===== src/rtl/io_port_arbiter.sv =====
// rtl/io_port_arbiter.sv - two-requester arbiter for the shared I/O data memory port
// Optional build macro: IO_ARB_ROUND_ROBIN_EN (alternate ties instead of fixed priority to requester 0)
module io_port_arbiter #(
  parameter int ADDR_WIDTH   = 32,
  parameter int DATA_WIDTH   = 32,
  parameter int READ_LATENCY = 1
) (
  input  logic                  clk,
  input  logic                  rst,
  input  logic                  req0,
  input  logic                  wren0,
  input  logic [ADDR_WIDTH-1:0] addr0,
  input  logic [DATA_WIDTH-1:0] wdata0,
  output logic                  ack0,
  output logic [DATA_WIDTH-1:0] rdata0,
  input  logic                  req1,
  input  logic                  wren1,
  input  logic [ADDR_WIDTH-1:0] addr1,
  input  logic [DATA_WIDTH-1:0] wdata1,
  output logic                  ack1,
  output logic [DATA_WIDTH-1:0] rdata1,
  output logic [ADDR_WIDTH-1:0] mem_addr,
  output logic                  mem_wren,
  output logic [DATA_WIDTH-1:0] mem_wdata,
  input  logic [DATA_WIDTH-1:0] mem_rdata,
  output logic                  busy,
  output logic                  grant_id
);

  typedef enum logic [1:0] {IDLE, ISSUE, WAIT, DONE} state_t;

  // Counter covers READ_LATENCY up to 4, so it never needs more than two bits.
  localparam logic [1:0] CNT_INIT = 2'(READ_LATENCY - 1);

  state_t     state;
  logic [1:0] cnt;
  logic       txn_wr;
  logic       win;

`ifdef IO_ARB_ROUND_ROBIN_EN
  logic       last_grant;

  // Winner selection: on a tie the requester that did not win last time goes first.
  always_comb begin
    win = req1;
    if (req0 && req1) win = ~last_grant;
  end
`else
  // Winner selection: requester 0 always wins a tie.
  always_comb begin
    win = ~req0;
  end
`endif

  // Transaction FSM; every output is a register updated here.
  always_ff @(posedge clk) begin
    if (rst) begin
      state     <= IDLE;
      cnt       <= '0;
      txn_wr    <= 1'b0;
      busy      <= 1'b0;
      grant_id  <= 1'b0;
      mem_addr  <= '0;
      mem_wren  <= 1'b0;
      mem_wdata <= '0;
      ack0      <= 1'b0;
      ack1      <= 1'b0;
      rdata0    <= '0;
      rdata1    <= '0;
`ifdef IO_ARB_ROUND_ROBIN_EN
      last_grant <= 1'b1;
`endif
    end else begin
      ack0 <= 1'b0;
      ack1 <= 1'b0;
      case (state)
        IDLE: begin
          mem_wren <= 1'b0;
          if (req0 || req1) begin
            state     <= ISSUE;
            busy      <= 1'b1;
            grant_id  <= win;
            mem_addr  <= win ? addr1 : addr0;
            mem_wdata <= win ? wdata1 : wdata0;
            mem_wren  <= win ? wren1 : wren0;
            txn_wr    <= win ? wren1 : wren0;
`ifdef IO_ARB_ROUND_ROBIN_EN
            last_grant <= win;
`endif
          end
        end
        ISSUE: begin
          state    <= WAIT;
          mem_wren <= 1'b0;
          cnt      <= CNT_INIT;
        end
        WAIT: begin
          if (cnt == 2'd0) begin
            state <= DONE;
            if (!txn_wr) begin
              if (grant_id) rdata1 <= mem_rdata;
              else          rdata0 <= mem_rdata;
            end
            if (grant_id) ack1 <= 1'b1;
            else          ack0 <= 1'b1;
          end else begin
            cnt <= cnt - 2'd1;
          end
        end
        DONE: begin
          state <= IDLE;
          busy  <= 1'b0;
        end
        default: begin
          state <= IDLE;
          busy  <= 1'b0;
        end
      endcase
    end
  end

endmodule


===== config.mk =====
export PLATFORM = sky130hd
export DESIGN_NAME = io_port_arbiter
export DESIGN_NICKNAME = d
export VERILOG_FILES = /design/src/rtl/io_port_arbiter.sv
export SDC_FILE = /design/constraint.sdc
export NUM_CORES = 1
export LEC_CHECK = 0
export ABC_AREA = 1
export CORE_AREA = 2 2 115 117
export DETAILED_ROUTE_END_ITERATION = 10
export DIE_AREA = 0 0 117 119
export DONT_BUFFER_PORTS = 1
export HOLD_SLACK_MARGIN = 0.05
export PLACE_DENSITY_LB_ADDON = 0.2
export SLEW_MARGIN = 40
export SYNTH_ARGS = -nofsm -noshare
export SYNTH_HDL_FRONTEND = slang
export SYNTH_SLANG_ARGS = --single-unit
export TNS_END_PERCENT = 30

===== constraint.sdc =====
create_clock -name clk -period 1.5 [get_ports clk]
set_clock_uncertainty 0.15 [all_clocks]
set_input_delay 0.45 -clock clk [delete_from_list [all_inputs] [get_ports clk]]
set_output_delay 0.45 -clock clk [all_outputs]
set_load 0.005 [all_outputs]

Word level (Yosys, flattened, before mapping)

Cells that the tools add are included.

Bits of input ports: 166
Flip-flop bits (word level): 138

Reduce and logical (&&, ||, !) cells: 13
Bitwise gates (word level): 5
Multiplexer cells: 14
$add $sub $neg: 1
Eq/ne operators: 6

Operators by type and width:

| kind                | count |
|---|---|
| $mux 32             | 2 |
| $pmux 2 s4          | 1 |
| $reduce_and 2->1    | 4 |
| $reduce_and 4->1    | 2 |
| $mux 2              | 3 |
| $ne 2x2->1 const B  | 3 |
| $reduce_bool 2->1   | 3 |
| $mux 1              | 5 |
| $not 1->1           | 5 |
| $eq 2x2->1 const B  | 2 |
| $logic_not 2->1     | 2 |
| $pmux 1 s2          | 2 |
| $pmux 2 s2          | 1 |
| $reduce_or 3->1     | 1 |
| $eq 2x1->1 const B  | 1 |
| $sub 2x1->2 const B | 1 |
| $logic_or 1x1->1    | 1 |

Longest topological paths before layout

Gate-level depths: netlist (run 1).

Depth after elaboration: 3
Mapped depth: 9
Gate-level depth less buffers: 8

Worst setup path after synthesis (run 1)

Ideal clock, no wire load.

Path kind: register to register
Start point: register state[0]
End point: register rdata1[0]
Cell stages (with the launch flop): 9
Arrival time: 1300 ps
Path buffers: 1
Path slack: -62 ps
Cells stage by stage: dfxtp_1 inv_1 ha_1 nand2_1 inv_1 clkbuf_1 nand3b_1 nand2_1 nor2_1

Word-level cells in the longest chain between the ends: 2

RTL lines:

| element                    | line | RTL |
|---|---|---|
| start: declaration         | 35   | `state_t state;` |
| start signal: assignment   | 58   | `state <= IDLE;` |
| start signal: assignment   | 80   | `state <= ISSUE;` |
| start signal: assignment   | 93   | `state <= WAIT;` |
| $eq 2x2->1                 | 76   | `case (state)` |
| $reduce_and 4->1 (no line) | -    |  |
| end signal: assignment     | 101  | `if (grant_id) rdata1 <= mem_rdata;` |
| end: declaration           | 21   | `output logic [DATA_WIDTH-1:0] rdata1,` |

No other way between the ends.
A chain may end at the register's enable or synchronous reset.

Worst setup path in the final report (run 1)

Start point: register state[0]
End point: register rdata1[4]

The elaborated chain is that of the path after synthesis.

==> results of run 1 <==
## timing repair
item                                   in CTS  in global routing
endpoints found under the hold margin      87                 70
buffers inserted                            2                  2
pin swaps                                   1                 21
resized for setup                           9                127
cloned                                      2                 12
hold buffers                               19                  2
setup endpoints to repair                 134                134
## cell usage after synthesis, types with 2 or more instances
| cell type | count | area, um2 |
|---|---|---|
| nand2_1 | 368 | 1380 |
| nor2_1 | 142 | 533 |
| dfxtp_1 | 138 | 2760 |
| a21oi_1 | 69 | 345 |
| o21ai_0 | 36 | 180 |
| nand3b_1 | 32 | 240 |
| buf_2 | 30 | 150 |
| clkbuf_1 | 23 | 86.3 |
| inv_1 | 14 | 52.6 |
| ha_1 | 8 | 100 |
| buf_1 | 3 | 11.3 |
| buf_4 | 2 | 15.0 |
| nor3_1 | 2 | 10.0 |
## area by class of cell
cell class / count / share of cell area (%)
clock inverter: 15 / 2.45
timing repair buffer: 62 / 11.5
inverter: 15 / 0.891
tap: 176 / 2.85
sequential: 138 / 35.9
multi-input combinational: 662 / 40.9
clock buffer: 17 / 5.51
## worst paths after layout
kind | depth (start not counted) | slack, ps | from | to
setup reg to reg | 8 | -20 | state[0]$_SDFFE_PP0P_ | rdata1[4]$_SDFFE_PP0P_
hold reg to reg | 2 | 330 | mem_addr[22]$_SDFFE_PP0P_ | mem_addr[22]$_SDFFE_PP0P_
setup / recovery | 8 | -20 | state[0]$_SDFFE_PP0P_ | rdata1[4]$_SDFFE_PP0P_
hold / removal | 1 | -50 | rst | mem_wdata[25]$_SDFFE_PP0P_
## routing by layer
layer / wire length, um / up-vias
met5: 0 / -
met4: 442 / 0
met3: 1570 / 43
met2: 9020 / 257
met1: 7130 / 2650
li1: - / 2784
## sequential cells by signal, summed over array words and instances (netlist names)
register	cells
mem_wren	1
rdata0	32
mem_wdata	32
txn_wr	1
busy	1
cnt	2
mem_addr	32
ack1	1
rdata1	32
ack0	1
grant_id	1
state	2
## power by group through the flow
| stage | Clock [mW] | Sequential, mW | Combinational [mW] |
|---|---|---|---|
| finish | 4.33 | 5.19 | 4.51 |
| global route | 4.58 | 5.29 | 4.94 |
| CTS | 4.41 | 5.14 | 3.40 |
| detailed placement | 0 | 5.21 | 3.03 |
| global placement | 0 | 5.19 | 2.92 |
| floorplan | 0 | 5.00 | 2.18 |
## layout by cell type (no fill, tap or decap)
master and count:
o21ai_0 19, buf_6 9, clkbuf_16 26, inv_2 5, nor2_1 124, nand3_1 1, o21ai_4 1, clkinv_1 1
bufinv_16 3, ha_2 1, clkinv_2 1, nor2_2 15, dfxtp_4 1, inv_6 6, o21ai_1 15, buf_16 1
bufbuf_16 1, o21ai_2 2, buf_8 1, inv_4 3, nand2_2 12, or2_2 1, nand3b_1 32, nand2_4 7
inv_1 5, nor3_1 2, a21oi_2 33, a21oi_1 36, clkinvlp_4 2, nor2_4 4, dfxtp_1 133, dfxtp_2 4
buf_12 10, nor3_4 1, buf_4 10, ha_4 3, dlygate4sd3_1 21, clkinv_4 4, ha_1 4, nand2_1 349
## kinds of logic (layout without fill, tap and decap cells)
group	Yosys count	after routing
compound gates	106	106
fa+ha+maj	8	8
buf+inv	73	109
flops	138	138
simple gates	548	548
## worst max-delay path: stages, from the launching register on
cell,delay [ps]
dfxtp_2,330
inv_4,70
ha_4,150
nand2_4,70
nor3_4,210
buf_6,140
clkbuf_16,150
nor2_1,40
nor2_1,120
==> reports/metrics.csv, run 1 <==
stage,metric,value,unit
run_status,status,"complete, but fails checks",
run_status,violations,"negative hold slack, negative setup slack",
floorplanning,start_util,45.9,%
grt,busiest_layer,met2,
sta,setup_viol,2,
finish,multi_input_area,0.00316,mm2
sta,clock.fmax,656,MHz
grt,overflow,0,
cts,htree_num_levels,4,
yosys,synthFlopType,dfxtp_1,
power,p_sw,4.83,mW
grt,grt_first_pass_wirelength,25100,um
finish,area_growth,30.8,%
placed_design,dp_hpwl,11000,um
critical_path,start_kind,flip-flop,
placed_design,dpl_cell_area,0.00617,mm2
yosys,ys_warn_count,0,
sta,rsz0062_at_grt,true,
power,p_clk_share,30.8,%
finish,fin_cells,1085,
finish,fill_cells,1188,
yosys,synthSimpleGateAreaFrac,37.1,%
route,drt_iter0_drc,384,
yosys,synthAdderAreaFrac,1.70,%
yosys,synth-compound-area-share,8.98,%
power,p_int,9.20,mW
power,totalPowerFinal,14.0,mW
placed_design,dpl.cell_count,1014,
yosys,synth_cell_types,19,
sta,fin_setup_tns,-24.1,ps
floorplanning,die-area,0.0139,mm2
yosys,syn_area_per_cell,6.76,um2
yosys,synth_area,0.00590,mm2
cts,clkLatencyLatePin,410,ps
placed_design,io_buffers,0,
route,num_vias,5734,
placed_design,post-place-ws,-105,ps
critical_path,cp_max_fo,8,
grt,grtUsageTotal,22.9,%
sta,tightestPinTransition,259,ps
floorplanning,io_pins,299,
sta,final_hold_viol_count,52,
sta,slew_headroom,82.7,%
yosys,synthXorXnorAreaFrac,0,%
power,power_density,1820,mW/mm2
sta,worst_slack,-23.9,ps
power,share_comb_of_total_power,32.1,%
grt,antenna_found_initial,0,
grt,grt_util_met1,24.3,%
cts,numCtsBuffers,17,
cts,clk_pin_slew,60,ps
cts,cts_buffer_depth,2,
route,ant_nets,0,
finish,ff_latch_area,0.00277,mm2
critical_path,critPathCaptureType,flip-flop,
power,seqPwrFrac,37.0,%
floorplanning,dieWidth,117,um
grt,grt_pass1_vias,5310,
hold_path,hold_path.class,in2reg,
cts,clock_sinks,138,
finish,num_antenna_cells,0,
finish,stdcell_area,0.00772,mm2
yosys,ys_seq_area_share,46.8,%
sta,drv_slew,0,
grt,grt_max_degree,70,
power,peakVddDrop,0.000807,V
route,routed_wl,18200,um
critical_path,required,1690,ps
critical_path,arrival,1720,ps
yosys,synth_nets,1047,
route,wl_per_cell,16.7,um
yosys,synth_edf_count,0,
yosys,ys_async_sr_fraction,0,%
floorplanning,die_h,119,um
floorplanning,coreArea,0.0129,mm2
power,p_leak,3.30,nW
floorplanning,num_rows,42,
finish,fin_nets,1070,
grt,grtUsageMet2,40.4,%
yosys,synth_top_family_by_area,simple AND/OR/NAND/NOR gates,
flow_run,max_cap_violations,0,
sta,min_period_over_period,102,%
grt,grtUsageMet3,7.94,%
route,drcViolationCount,0,
finish,drive_gt1_share,18.4,%
yosys,synthMuxAreaShare,0,%
placed_design,place.gp.congestion,0.848,
critical_path,worstSetupPathType,reg2reg,
yosys,ys_ff_latch,138,
cts,cts_tree,yes,
route,vias_per_cell,5.28,
power,swShare,34.4,%
route,firstDrtPassIters,5,
sta,min_period,1520,ps
sta,holdWs,-54.7,ps
finish,postLayoutCoreUtil,60.0,%
cts,cts_root_buf,clkbuf_16,
yosys,syn-instance-count,873,
Note: power is estimated with default switching activity, not from simulation.
==> inputs of run 2 (changes only) <==
Settings changed: SLEW_MARGIN 40 to 20.
==> results of run 2 <==
Same layout as run 1: the final DEF is identical, and so are final timing and power.
==> inputs of run 3 (changes only) <==
Settings changed: GPL_ROUTABILITY_DRIVEN from default to 0.
==> results of run 3 <==
Same layout as run 1: the final DEF is identical, and so are final timing and power.
